$ cat config.mk
export PLATFORM = sky130hd
export DESIGN_NAME = fetch_unit
export DESIGN_NICKNAME = d
export VERILOG_FILES = /design/src/rtl/fetch_pkg.sv /design/src/rtl/fetch_hold_buf.sv /design/src/rtl/fetch_unit.sv
export SDC_FILE = /design/constraint.sdc
export NUM_CORES = 1
export LEC_CHECK = 0
export BUFFER_PORTS_ARGS = -buffer_cell sky130_fd_sc_hd__buf_4
export CAP_MARGIN = 10
export CORE_MARGIN = 5
export CORE_UTILIZATION = 30
export CTS_CLUSTER_DIAMETER = 40
export DETAILED_ROUTE_END_ITERATION = 12
export PLACE_DENSITY_LB_ADDON = 0.2
export SYNTH_ARGS = -nofsm -noshare
export SYNTH_HDL_FRONTEND = slang
export SYNTH_SLANG_ARGS = --single-unit
export TNS_END_PERCENT = 30
$ cat constraint.sdc
create_clock -name clk -period 2.3 [get_ports clk]
set_input_delay 0.345 -clock clk [delete_from_list [all_inputs] [get_ports clk]]
set_output_delay 0.345 -clock clk [all_outputs]
set_load 0.02 [all_outputs]
$ cat src/rtl/fetch_pkg.sv
// fetch_pkg: shared types and constants for the instruction-fetch stage.
package fetch_pkg;
  localparam int PC_W = 32;
  localparam logic [PC_W-1:0] NOP_INST = 32'h00000015;
  typedef enum logic [1:0] {RST, FETCH, HOLD} fetch_state_t;
endpackage

$ cat src/rtl/fetch_hold_buf.sv
// fetch_hold_buf: parks a fetched instruction and its link addresses while decode stalls.
module fetch_hold_buf import fetch_pkg::*; (
  input  logic            clk,
  input  logic            rst_n,
  input  logic            load,
  input  logic [PC_W-1:0] d_inst,
  input  logic [PC_W-1:0] d_p4,
  input  logic [PC_W-1:0] d_p8,
  output logic [PC_W-1:0] q_inst,
  output logic [PC_W-1:0] q_p4,
  output logic [PC_W-1:0] q_p8
);
  always_ff @(posedge clk or negedge rst_n)
    if (!rst_n) begin
      q_inst <= '0;
      q_p4   <= '0;
      q_p8   <= '0;
    end else if (load) begin
      q_inst <= d_inst;
      q_p4   <= d_p4;
      q_p8   <= d_p8;
    end
endmodule

$ cat src/rtl/fetch_unit.sv
// fetch_unit: PC owner and instruction-memory handshake feeding IF/ID, with delayed branches.
// Optional FETCH_PERF_EN adds saturating completion and wait-cycle counters.
module fetch_unit import fetch_pkg::*; #(
  parameter logic [PC_W-1:0] RESET_PC = 32'h00000000,
  parameter logic [PC_W-1:0] NOP_INST = fetch_pkg::NOP_INST
) (
  input  logic            clk,
  input  logic            rst_n,
  input  logic            stall,
  input  logic            branch,
  input  logic [PC_W-1:0] branchtarget,
  input  logic            jump,
  input  logic [PC_W-1:0] jumptarget,
  output logic            imem_req,
  output logic [PC_W-1:0] imem_addr,
  input  logic            imem_ready,
  input  logic [PC_W-1:0] imem_rdata,
  output logic [PC_W-1:0] inst_out,
  output logic [PC_W-1:0] pc_plus4,
  output logic [PC_W-1:0] pc_plus8,
  output logic            bubble
`ifdef FETCH_PERF_EN
  ,
  output logic [31:0]     perf_fetches,
  output logic [31:0]     perf_wait_cycles
`endif
);
  fetch_state_t state;
  logic [PC_W-1:0] pc, pend_pc, tgt, next_pc, h_inst, h_p4, h_p8;
  logic pend_v, redir, done;
  assign redir = jump | branch;
  assign tgt = (jump ? jumptarget : branchtarget) & ~32'h3;
  assign done = state == FETCH && imem_ready;
  assign next_pc = redir ? tgt : pend_v ? pend_pc : pc + 32'd4;
  assign imem_req = state == FETCH;
  assign imem_addr = pc;
  assign inst_out = state == HOLD ? h_inst : done ? imem_rdata : NOP_INST;
  assign pc_plus4 = state == HOLD ? h_p4 : pc + 32'd4;
  assign pc_plus8 = state == HOLD ? h_p8 : pc + 32'd8;
  assign bubble = state == RST ? 1'b1 : state == FETCH ? !imem_ready && !stall : 1'b0;
  fetch_hold_buf u_hold (
    .clk    (clk),
    .rst_n  (rst_n),
    .load   (done && stall),
    .d_inst (imem_rdata),
    .d_p4   (pc + 32'd4),
    .d_p8   (pc + 32'd8),
    .q_inst (h_inst),
    .q_p4   (h_p4),
    .q_p8   (h_p8)
  );
  // Redirects that arrive without a completing access wait in pend_pc; the delay slot is never lost.
  always_ff @(posedge clk or negedge rst_n)
    if (!rst_n) begin
      state   <= RST;
      pc      <= RESET_PC;
      pend_pc <= '0;
      pend_v  <= 1'b0;
    end else begin
      case (state)
        FETCH:
          if (imem_ready) begin
            pc     <= next_pc;
            pend_v <= 1'b0;
            if (stall) state <= HOLD;
          end else if (redir) begin
            pend_pc <= tgt;
            pend_v  <= 1'b1;
          end
        HOLD:
          if (!stall) begin
            pc     <= redir ? tgt : pend_v ? pend_pc : pc;
            pend_v <= 1'b0;
            state  <= FETCH;
          end else if (redir) begin
            pend_pc <= tgt;
            pend_v  <= 1'b1;
          end
        default: begin
          state <= FETCH;
          if (redir) begin
            pend_pc <= tgt;
            pend_v  <= 1'b1;
          end
        end
      endcase
    end
`ifdef FETCH_PERF_EN
  always_ff @(posedge clk or negedge rst_n)
    if (!rst_n) begin
      perf_fetches     <= '0;
      perf_wait_cycles <= '0;
    end else if (state == FETCH) begin
      if (imem_ready && perf_fetches != '1) perf_fetches <= perf_fetches + 32'd1;
      if (!imem_ready && perf_wait_cycles != '1) perf_wait_cycles <= perf_wait_cycles + 32'd1;
    end
`endif
endmodule

==> metrics.md <==
| Metric | Value |
|---|---|
| Max-slew headroom | `55.7%` |
| CP Capture Type | `primary output` |
| Routed Antenna Nets | `0` |
| Grt total ovfl | `0` |
| CP max-delay cell | `or3_4` |
| Die span in y | `190 µm` |
| CTS root buf | `clkbuf_16` |
| Tcrit/Tclk final | `120%` |
| Worst hold path endpoint | `u_hold.q_inst[28]$_DFFE_PN0P_` |
| Crit path time final | `2.76 ns` |
| Violated checks | `negative setup slack` |
| Asr flop ratio synth | `100%` |
| # H-tree levels | `4` |
| Final worst setup slack | `-0.460 ns` |
| DRT iter0 DRCs | `508` |
| Synth top cells by count | `dfrtp_1, mux2_2, nand2_1` |
| Number of buffers added on ports | `227` |
| Die width | `190 µm` |
| Vias in the first global route | `9000` |
| CTS sink count | `161` |
| Die area | `0.0361 mm²` |
| Post-synthesis sequential area ratio | `41.5%` |
| Syn Area/Cell | `9.93 µm²` |
| Leakage Power | `0.00678 µW` |
| Pre-antenna DRT Iters | `5` |
| R2R Path Start | `imem_addr[3]$_DFFE_PN0P_` |
| Crit path kind | `register to primary output` |
| Final cell count without fillers | `1733` |
| Nets | `1392` |
| Hold_sp | `imem_rdata[28]` |
| Power per standard cell area | `1330 mW/mm²` |
| Crit path cell chain | `ha_4 -> nand4_1 -> or3_4 -> buf_8 -> nor4_4 -> xnor2_2 -> mux2_4 -> buf_6` |
| Layout cells sized above 1 | `50.7%` |
| Inst Count DP | `1665` |
| Flop-to-flop setup slack | `-0.28 ns` |
| Yosys warnings | `0` |
| Synthesized area | `0.00971 mm²` |
| Max Root-Sink Buffers | `2` |
| Reg clk slew, reported paths | `0.07 ns` |
| Max-Cap Viols | `0` |
| Final-report setup violation count | `77` |
| Worst Hold Class | `input port to register` |
| CTS tree | `yes` |
| First-pass GRT wire length | `52100 µm` |
| Synth Register Bits | `161` |
| Core area | `0.0318 mm²` |
| FF-to-FF End | `imem_addr[25]$_DFFE_PN0P_` |
| EDFF count, synth | `0` |
| Worst-margin pin slew | `0.664 ns` |
| Initial antenna violation count | `0` |
| Hold Slack | `0.150 ns` |
| Post-DP HPWL | `24500 µm` |
| CTS Buf Count | `17` |
| Placer congestion estimate | `0.829` |
| Ports | `232` |
| Hold Path Stages | `2` |
| Status | `complete, but fails checks` |
| CP max stage delay | `0.42 ns` |
| Post-Synthesis Cells | `978` |
| Maximum VDD drop | `0.000709 V` |
| Arrival time worst endpoint | `2.42 ns` |
| Most common cell in the netlist | `dfrtp_1` |
| DRC errors left | `0` |
| Critical Path Source Type | `register` |
| WL per Instance | `19.4 µm` |
| Yosys cell types | `60` |
| Synth-to-Final Area Change | `50.0%` |
| Reg2reg path depth | `15` |
| Row cnt | `65` |
| Data required time of the worst path | `1.96 ns` |
| Synth Flop Type | `dfrtp_1` |
| Max Freq | `362 MHz` |
| Synth area leaders | `dfrtp_1, mux2_2, xnor2_1` |
| Final Slew Violations | `0` |
| Vias/cell | `5.04` |
| Largest net degree at the start of global routing | `62` |
| Total track usage | `18.4%` |
| Fillers | `3016` |
| Clock skew | `0.0140 ns` |
| Post-synth top area cell | `dfrtp_1` |
| Ant diodes | `0` |
| Starting Density | `30.5%` |
| RSZ-0062 raised after global routing | `yes` |
| Syn_nets | `1085` |
| Top-area cell type share of the netlist area | `41.5%` |
| Final Hold Viols | `0` |
| Crit Path Max Fanout | `5` |
| Clock insertion delay at the later pin of the skew report | `0.44 ns` |
| Vias | `8735` |
| WL final | `33600 µm` |
-- critical path: cells and delay by family, from the launching register on --
| family | cells | cell delay [ns] |
|---|---|---|
| xor gates and xnor gates | 1 | 0.13 |
| adders and majority gates | 1 | 0.15 |
| buffers and inverters | 2 | 0.28 |
| DFF | 1 | 0.40 |
| muxes | 1 | 0.27 |
| and+or+nand+nor | 3 | 0.74 |
-- state kept, by name (all words and copies together) (netlist names) --
signal / count
u_hold.q_p8: 32
pend_v: 1
u_hold.q_p4: 30
pend_pc: 32
u_hold.q_inst: 32
imem_addr: 32
state: 2
-- power breakdown --
group | switching, µW | internal, µW | total [µW] | leakage [µW]
clock | 1270 | 1920 | 3190 | 0.000303
sequential | 843 | 4160 | 5000 | 0.00194
combinational | 5680 | 5510 | 11200 | 0.00454
-- cell usage in the layout, fill, tap and decap left out, drive strengths merged, types with 28 or more instances in the layout --
cell type and n:
mux2 148, o21ai 58, xnor2 39, a21oi 42, nor3 28, nor2 70
buf 378, dfrtp 161, a22o 32, nand2 71
-- layout make-up --
type	count	area, µm²	area share (%)
clock buffers	21	470	3.23
repair buffers	379	3350	23.0
clock inverters	11	176	1.21
flip-flops and latches	161	4030	27.7
multi-input cells	711	5930	40.7
inverters	15	58.8	0.404
well taps	435	544	3.74
-- metal layers --
layer,share of wire [%],GRT usage [%],vias to the layer above
li1,-,-,4152
met1,44,23.6,4336
met2,50,31.1,208
met3,4.6,3.52,39
met4,2.1,6.01,0
met5,0,0,-
-- how the worst max path moves through the flow --
stage,from,endpoint,depth (start not counted)
final,imem_addr[3]$_DFFE_PN0P_,pc_plus4[31],8
after floorplan,imem_addr[18]$_DFFE_PN0P_,pc_plus4[26],6
after global placement,imem_addr[4]$_DFFE_PN0P_,pc_plus4[26],7
after global routing,imem_addr[4]$_DFFE_PN0P_,pc_plus4[31],8
after CTS,imem_addr[3]$_DFFE_PN0P_,pc_plus4[31],8
after detailed placement,imem_addr[3]$_DFFE_PN0P_,pc_plus8[17],8
-- logic make-up after synthesis --
group	synth area share, %
xor gates and xnor gates	4.69
buffers and inverters	5.15
and+or+nand+nor	14.6
adders and majority gates	0.644
DFF	41.5
AOI/OAI and AO/OA	14.8
muxes	18.6
-- repair_timing --
item,in CTS,in global routing
hold buffers,1,0
gates resized for setup,144,87
endpoints found under the hold margin,54,0
buffers inserted,25,9
endpoints found under the setup margin,92,95
pin swaps,27,27
cloned,1,0
-- through the flow --
| stage | util, % | TNS (ns) | cell area (µm²) | worst slack (ns) | power (µW) |
|---|---|---|---|---|---|
| floorplan | - | -0.111 | 9790 | -0.0327 | 10900 |
| global placement | 39.8 | -0.158 | 12600 | -0.0468 | 15000 |
| detailed placement | 39.8 | -0.332 | 12600 | -0.0635 | 15100 |
| CTS | 44.4 | -14.21 | 14100 | -0.475 | 19100 |
| global route | 45.8 | -20.71 | 14600 | -0.576 | 20600 |
| finish | 45.8 | -12.69 | 14600 | -0.460 | 19400 |
Note: power is estimated with default switching activity, not from simulation.
